[src/rtl/sha_link_pkg.sv]
// Shared types and constants for the SHA result link toward the host UART.
package sha_link_pkg;

   typedef enum logic [2:0] {
      IDLE,
      TAKE,
      START,
      DATA,
      STOP,
      GAP
   } tx_state_t;

   localparam int UART_DATA_BITS      = 8;
   localparam int RESULT_PACKET_BYTES = 8;

   // Ceiling log2, never below 1 so a counter always has at least one bit.
   function automatic int clog2(input int value);
      int width;
      width = 1;
      while ((1 << width) < value) width++;
      return width;
   endfunction

endpackage

[src/rtl/uart_baud_gen.sv]
// Bit-period tick generator: one-cycle pulse every BAUD_DIV cycles,
// phase-aligned to the most recent restart.
module uart_baud_gen
   import sha_link_pkg::*;
#(
   parameter int BAUD_DIV = 434
) (
   input  logic clk,
   input  logic rst,
   input  logic restart,
   output logic tick
);

   localparam int CW = clog2(BAUD_DIV);
   localparam logic [CW-1:0] RELOAD = CW'(BAUD_DIV - 1);

   logic [CW-1:0] cnt_q;
   logic [CW-1:0] cnt_d;

   always_comb begin
      cnt_d = cnt_q - CW'(1);
      if (restart || (cnt_q == '0)) begin
         cnt_d = RELOAD;
      end
   end

   always_ff @(posedge clk) begin
      if (rst) begin
         cnt_q <= '0;
      end else begin
         cnt_q <= cnt_d;
      end
   end

   assign tick = (cnt_q == '0) && !restart;

endmodule

[src/rtl/result_uart_tx.sv]
// Drains result bytes from the job controller and serialises each one as a
// UART frame, with an idle gap after every packet for host resynchronisation.
module result_uart_tx
   import sha_link_pkg::*;
#(
   parameter int BAUD_DIV     = 434,
   parameter int STOP_BITS    = 1,
   parameter int PACKET_BYTES = RESULT_PACKET_BYTES,
   parameter int GAP_BITS     = 20
) (
   input  logic       clk,
   input  logic       rst,
   input  logic       byte_avail,
   input  logic [7:0] byte_in,
   output logic       byte_take,
   output logic       tx,
   output logic       busy,
   output logic [2:0] byte_idx
);

   localparam int GAP_CYCLES = GAP_BITS * BAUD_DIV;
   localparam int GW         = clog2(GAP_CYCLES + 1);
   localparam logic [GW-1:0] GAP_LOAD  = GW'((GAP_CYCLES > 0) ? GAP_CYCLES - 1 : 0);
   localparam logic [2:0]    LAST_BIT  = 3'(UART_DATA_BITS - 1);
   localparam logic [2:0]    LAST_IDX  = 3'(PACKET_BYTES - 1);
   localparam logic          LAST_STOP = 1'(STOP_BITS - 1);

   tx_state_t     state_q, state_d;
   logic          tx_q, tx_d;
   logic          take_q, take_d;
   logic          busy_q, busy_d;
   logic [2:0]    idx_q, idx_d;
   logic [7:0]    shreg_q, shreg_d;
   logic [2:0]    bit_q, bit_d;
   logic          stop_q, stop_d;
   logic [GW-1:0] gap_q, gap_d;
   logic          baud_restart;
   logic          baud_tick;

   uart_baud_gen #(
      .BAUD_DIV(BAUD_DIV)
   ) u_baud (
      .clk    (clk),
      .rst    (rst),
      .restart(baud_restart),
      .tick   (baud_tick)
   );

   always_comb begin
      state_d      = state_q;
      tx_d         = tx_q;
      take_d       = 1'b0;
      idx_d        = idx_q;
      shreg_d      = shreg_q;
      bit_d        = bit_q;
      stop_d       = stop_q;
      gap_d        = gap_q;
      baud_restart = 1'b0;

      case (state_q)
         IDLE: begin
            tx_d = 1'b1;
            if (byte_avail) begin
               state_d = TAKE;
               take_d  = 1'b1;
            end
         end
         TAKE: begin
            // A byte withdrawn during the strobe is dropped without a frame.
            if (byte_avail) begin
               shreg_d      = byte_in;
               state_d      = START;
               tx_d         = 1'b0;
               baud_restart = 1'b1;
            end else begin
               state_d = IDLE;
               tx_d    = 1'b1;
            end
         end
         START: begin
            if (baud_tick) begin
               state_d = DATA;
               tx_d    = shreg_q[0];
               bit_d   = '0;
            end
         end
         DATA: begin
            if (baud_tick) begin
               if (bit_q == LAST_BIT) begin
                  state_d = STOP;
                  tx_d    = 1'b1;
                  bit_d   = '0;
                  stop_d  = 1'b0;
               end else begin
                  shreg_d = {1'b0, shreg_q[7:1]};
                  tx_d    = shreg_q[1];
                  bit_d   = bit_q + 3'd1;
               end
            end
         end
         STOP: begin
            tx_d = 1'b1;
            if (baud_tick) begin
               if (stop_q == LAST_STOP) begin
                  if (idx_q < LAST_IDX) begin
                     idx_d   = idx_q + 3'd1;
                     state_d = IDLE;
                  end else begin
                     idx_d = '0;
                     if (GAP_BITS == 0) begin
                        state_d = IDLE;
                     end else begin
                        state_d = GAP;
                        gap_d   = GAP_LOAD;
                     end
                  end
               end else begin
                  stop_d = 1'b1;
               end
            end
         end
         GAP: begin
            tx_d = 1'b1;
            if (gap_q == '0) begin
               state_d = IDLE;
            end else begin
               gap_d = gap_q - GW'(1);
            end
         end
         default: begin
            state_d = IDLE;
            tx_d    = 1'b1;
         end
      endcase

      busy_d = (state_d != IDLE);
   end

   always_ff @(posedge clk) begin
      if (rst) begin
         state_q <= IDLE;
         tx_q    <= 1'b1;
         take_q  <= 1'b0;
         busy_q  <= 1'b0;
         idx_q   <= '0;
         shreg_q <= '0;
         bit_q   <= '0;
         stop_q  <= 1'b0;
         gap_q   <= '0;
      end else begin
         state_q <= state_d;
         tx_q    <= tx_d;
         take_q  <= take_d;
         busy_q  <= busy_d;
         idx_q   <= idx_d;
         shreg_q <= shreg_d;
         bit_q   <= bit_d;
         stop_q  <= stop_d;
         gap_q   <= gap_d;
      end
   end

   assign tx        = tx_q;
   assign byte_take = take_q;
   assign busy      = busy_q;
   assign byte_idx  = idx_q;

endmodule
[config.mk]
export PLATFORM = sky130hd
export DESIGN_NAME = result_uart_tx
export DESIGN_NICKNAME = d
export VERILOG_FILES = /design/src/rtl/sha_link_pkg.sv /design/src/rtl/uart_baud_gen.sv /design/src/rtl/result_uart_tx.sv
export SDC_FILE = /design/constraint.sdc
export NUM_CORES = 1
export LEC_CHECK = 0
export ABC_AREA = 0
export CORE_ASPECT_RATIO = 1.5
export CORE_MARGIN = 2
export CORE_UTILIZATION = 45
export CTS_BUF_LIST = sky130_fd_sc_hd__clkbuf_8
export DETAILED_ROUTE_END_ITERATION = 12
export GPL_TIMING_DRIVEN = 0
export MAX_ROUTING_LAYER = met4
export SYNTH_ARGS = -nofsm -noshare
export SYNTH_HDL_FRONTEND = slang
export SYNTH_SLANG_ARGS = --single-unit
export TNS_END_PERCENT = 1
[constraint.sdc]
create_clock -name clk -period 3.09 [get_ports clk]
set_input_delay 0.618 -clock clk [delete_from_list [all_inputs] [get_ports clk]]
set_output_delay 0.618 -clock clk [all_outputs]
set_load 0.02 [all_outputs]
# Yosys cells after proc, flatten, opt, wreduce, memory -nomap -nowiden
# Cells that the tools add are included.
[classes]
n_eq_ne = 15
n_mux = 37
bitwise_logic = 2
n_reduce_logical = 19
addsub = 4
magnitude_cmp = 1
[op_table]
columns = ["op", "count"]
rows = [
  ["$mux W14", 4],
  ["$mux W3", 12],
  ["$pmux W14 S2", 1],
  ["$mux W8", 3],
  ["$ne A2 B2 Y1 const B", 9],
  ["$pmux W3 S6", 1],
  ["$pmux W8 S2", 1],
  ["$logic_not A14 Y1", 1],
  ["$sub A14 B1 Y14 const B", 1],
  ["$mux W1", 10],
  ["$eq A3 B3 Y1 const B", 3],
  ["$logic_not A9 Y1", 1],
  ["$mux W9", 1],
  ["$sub A9 B1 Y9 const B", 1],
  ["$reduce_and A4 Y1", 2],
  ["$reduce_bool A2 Y1", 4],
  ["$add A3 B1 Y3 const B", 2],
  ["$eq A3 B2 Y1 const B", 2],
  ["$pmux W3 S2", 1],
  ["$reduce_and A3 Y1", 2],
  ["$reduce_and A5 Y1", 1],
  ["$reduce_or A2 Y1", 2],
  ["$eq A3 B1 Y1 const B", 1],
  ["$logic_not A3 Y1", 1],
  ["10 further kinds", 11],
]
[totals]
inputBits = 11
ff_bits = 44
output_inout_bits = 6

# Logic depth before layout (Yosys ltp)
[depth]
depth_word = 7
ltp_mapped = 8
ltp_nobuf = 7

# Modules after synthesis
# From an unflattened synthesis, not the netlist that was laid out.
[hier_totals]
hier_cells = 260
area_unflattened_um2 = 2224.6
[modules_own_cells]
columns = ["mod", "n_inst", "area_each_um2", "cells_each", "seq_area_each_um2"]
rows = [
  ["result_uart_tx", 1, 1731.7, 206, 680.7],
  ["uart_baud_gen", 1, 493.0, 54, 180.2],
]

# Worst setup path before layout
# Ideal clock, no wire load.
[synth_timing]
kind = "reg2reg"
from = "reg u_baud.cnt_q[0]"
to = "reg gap_q[12]"
setup_time_ps = 70
t_arrival_ps = 2102
stages_incl_launch_ff = 9
t_required_ps = 3020
path_slack_ps = 918
period_less_slack_ps = 2172
path_cell_list = "dfxtp_1 -> inv_1 -> ha_1 -> or4b_4 -> nor4_4 -> a21oi_2 -> buf_6 -> or4_1 -> a21oi_1"
[synth_between]
elab_chain_len = 4
[synth_lines]
columns = ["element", "line", "source"]
rows = [
  ["start: declaration", "uart_baud_gen.sv:17", "logic [CW-1:0] cnt_q;"],
  ["start signal: assignment", "uart_baud_gen.sv:31", "cnt_q <= cnt_d;"],
  ["$logic_not A9 Y1", "uart_baud_gen.sv:35", "assign tick = (cnt_q == '0) && !restart;"],
  ["$logic_and A1 B1 Y1", "uart_baud_gen.sv:35", ""],
  ["$ne A2 B2 Y1 (no line)", "n/a", ""],
  ["$reduce_and A5 Y1 (no line)", "n/a", ""],
  ["end signal: assignment", "result_uart_tx.sv:159", "gap_q <= gap_d;"],
  ["end: declaration", "result_uart_tx.sv:36", "logic [GW-1:0] gap_q, gap_d;"],
]
# Every way passes these cells.
# A chain may end at the register's enable or synchronous reset.

# Worst setup path after layout
[layout_timing]
from = "in byte_avail"
to = "reg shreg_q[5]"
[layout_between]
elab_chain_len = 6
elab_cells_between_ends = 7
cone_classes = "eq/ne (2); mux (2); reduce/logical (3)"
[layout_lines]
columns = ["element", "line", "source"]
rows = [
  ["start: declaration", "result_uart_tx.sv:13", "input logic byte_avail,"],
  ["$mux W1", "result_uart_tx.sv:70", "if (byte_avail) begin"],
  ["$mux W1", "result_uart_tx.sv:60", "case (state_q)"],
  ["$logic_not A1 Y1", "uart_baud_gen.sv:35", ""],
  ["$logic_and A1 B1 Y1", "uart_baud_gen.sv:35", ""],
  ["$ne A2 B2 Y1 (no line)", "n/a", ""],
  ["$reduce_and A4 Y1 (no line) *", "n/a", ""],
  ["end signal: assignment", "result_uart_tx.sv:156", "shreg_q <= shreg_d;"],
  ["end: declaration", "result_uart_tx.sv:33", "logic [7:0] shreg_q, shreg_d;"],
]
# Mark *: on every way between the ends. The rest lies on a longest branch, timed or not.

==> reports/results.ini <==
[cells_and_area]
multi_input_area_um2 = 1177
antenna_cells = 0
drive_gt1_share_pct = 7.090
mostFrequentLayoutCells = dfxtp_1, nor2_1, a21oi_1
nNetsFinal = 284
register_area_um2 = 860.8
layout_commonest_cell = dfxtp_1
n_fill_cell = 446
area_delta_synth_final_pct = 16.12

[setup_path]
cp_max_fo = 10
cp.required_ns = 3.30
worst-setup-path-type = in -> reg
critPathLaunchType = input pin
crit_arrival_ns = 2.94
worst_setup_path_end_kind = flip-flop

[logic_synthesis]
synth_area_um2 = 2127
synthMuxAreaShare_pct = 3.294
synth_area_leaders = dfxtp_1, a21oi_1, a211oi_1
netlist.area_leader.share_pct = 40.47
synth_top_family_by_area = simple AND/OR/NAND/NOR gates
synth-edff-count = 0
async_flop_share_pct = 0
synthCells = 245
synthDistinctLibCells = 48
synth-compound-area-share_pct = 16.24
syn_nets = 262
syn_area_per_cell_um2 = 8.682
ys_ff_latch = 43
seq_area_frac_synth_pct = 40.47
synthXorXnorAreaFrac_pct = 4.941
yosysWarnings = 0
synth_top_area_cell = dfxtp_1
synthAdderAreaFrac_pct = 3.529
ys.flop_type = dfxtp_1
synthSimpleGateAreaFrac_pct = 27.35

[global_routing]
grt_max_degree = 15
antenna_found_initial = 0
grt_pass1_vias = 1793
grt.total_usage_pct = 19.62
overflow = 0
grt_pass1_wl_mm = 7.679

[clock_network]
cts_resized = 0
cts_tree = yes
cts_sinks = 43
root_buffer = clkbuf_8
htree_levels = 2
cts_setup_buffers = 0
cts-buffers-inserted = 5
clk_latency_ns = 0.30
clk_pin_slew_worst_paths_ns = 0.08
cts_hold_buf = 0
clock_path_buffers = 2

[timing]
timing.final.crit_share_pct = 88.14
skew_ns = 0.004857
rsz0062_at_grt = false
clock.fmax_mhz = 367.2
fin_setup_tns_ns = 0
tightest_slew_ns = 1.095
hold_viol_final = 0
fin_crit_ns = 2.723
finalSetupViolCount = 0
holdWs_ns = 0.4648
max_slew_margin_pct = 25.97
drv_slew = 0

[min_path]
min_path_type = reg -> reg

[routing]
drtAntennaViolNets = 0
dr_total_vias = 1845
viasPerCell = 5.557
drt_iter0_drc = 41
wl_mm = 4.551
route.detailed.drc = 0
drtPass1Iterations = 4
routedWlPerCell_um = 13.71

[status]
outcome = complete, no violations

[place]
place_hpwl_mm = 3.452
numPortBuffers = 15
globalplace.congestion = 0.8076

[floorplan]
io_pins = 17
core_um2 = 4542
dieArea_um2 = 5304
die_h_um = 88.21
start_util_pct = 46.83
rows = 30
die_x_um = 60.14

[run]
cap_viol_max_count = 0

[power]
leakagePower_nw = 0.9861
power.density_nw_per_um2 = 606.8
peakVddDrop_v = 0.0005336

Yosys cell counts, drive strengths merged, types with 4 or more instances:
master  instances
nand4           4
nand3          10
inv             9
nor4            5
nor3           12
clkbuf          9
ha              6
a211oi         12
or4             9
mux2i           7
xnor2           4
o21ai           5
nor2           24
or3             6
nand2b          4
a21oi          19
nand2          14
xor2            8
dfxtp          43
logic make-up after synthesis:
| kind of cell | Yosys count |
|---|---|
| xor+xnor | 12 |
| buf+inv | 21 |
| flops | 43 |
| compound gates | 53 |
| fa+ha+maj | 6 |
| simple gates | 103 |
| mux | 7 |
path summary, 6_finish.rpt:
check | from | to | slack [ns] | cells after the start
worst max register to register | u_baud.cnt_q[0]$_SDFF_PP0_ | gap_q[12]$_SDFFE_PP0P_ | 0.68 | 8
worst min-delay path | bit_q[2]$_SDFFE_PP0P_ | bit_q[2]$_SDFFE_PP0P_ | 0.46 | 2
worst max-delay path | byte_avail | shreg_q[5]$_SDFFE_PP0P_ | 0.37 | 7
worst min register to register | bit_q[2]$_SDFFE_PP0P_ | bit_q[2]$_SDFFE_PP0P_ | 0.46 | 2
metal layers:
metal,up-vias,GRT usage (%),wire length (µm)
li1,940,-,-
met1,875,20.04,1869
met2,19,35.18,2477
met3,11,3.545,91
met4,0,8.889,112
met5,-,-,0
cell type report:
class	instances	area share, %
multi-input cells	181	47.67
flip-flops and latches	43	34.85
repair buffers	15	6.079
well taps	64	3.242
clock buffers	5	2.786
plain buffers	12	2.229
clock inverters	3	1.773
inverters	9	1.368
state kept, by name (all words and copies together), names as in the netlist:
register / flops
gap_q: 14
u_baud.cnt_q: 9
shreg_q: 8
bit_q: 3
byte_idx: 3
state_q: 3
busy: 1
byte_take: 1
tx: 1
through the flow:
| stage | util, % | instance area (µm²) | setup WS [ns] | instances | total power [mW] |
|---|---|---|---|---|---|
| global route | 54.38 | 2470 | 0.2548 | 332 | 1.583 |
| CTS | 54.38 | 2470 | 0.3303 | 332 | 1.519 |
| finish | 54.38 | 2470 | 0.3666 | 332 | 1.499 |
| global placement | 51.90 | 2357 | 0.03984 | 324 | 1.069 |
| floorplan | - | 2127 | 0.9176 | 245 | 0.9753 |
| detailed placement | 51.90 | 2357 | 0.04237 | 324 | 1.073 |
power breakdown:
part           internal (mW)  switching [mW]
logic                  0.168           0.210
registers              0.618          0.0598
clock network          0.241           0.202
total                   1.03           0.472
critical path, stage by stage:
cell,delay [ns]
clkdlybuf4s50_1,0.48
inv_1,0.08
nor4b_1,0.89
o22a_1,0.35
buf_2,0.25
nor2_1,0.06
a211oi_1,0.20
No activity file was read; power rests on OpenSTA's default activity.
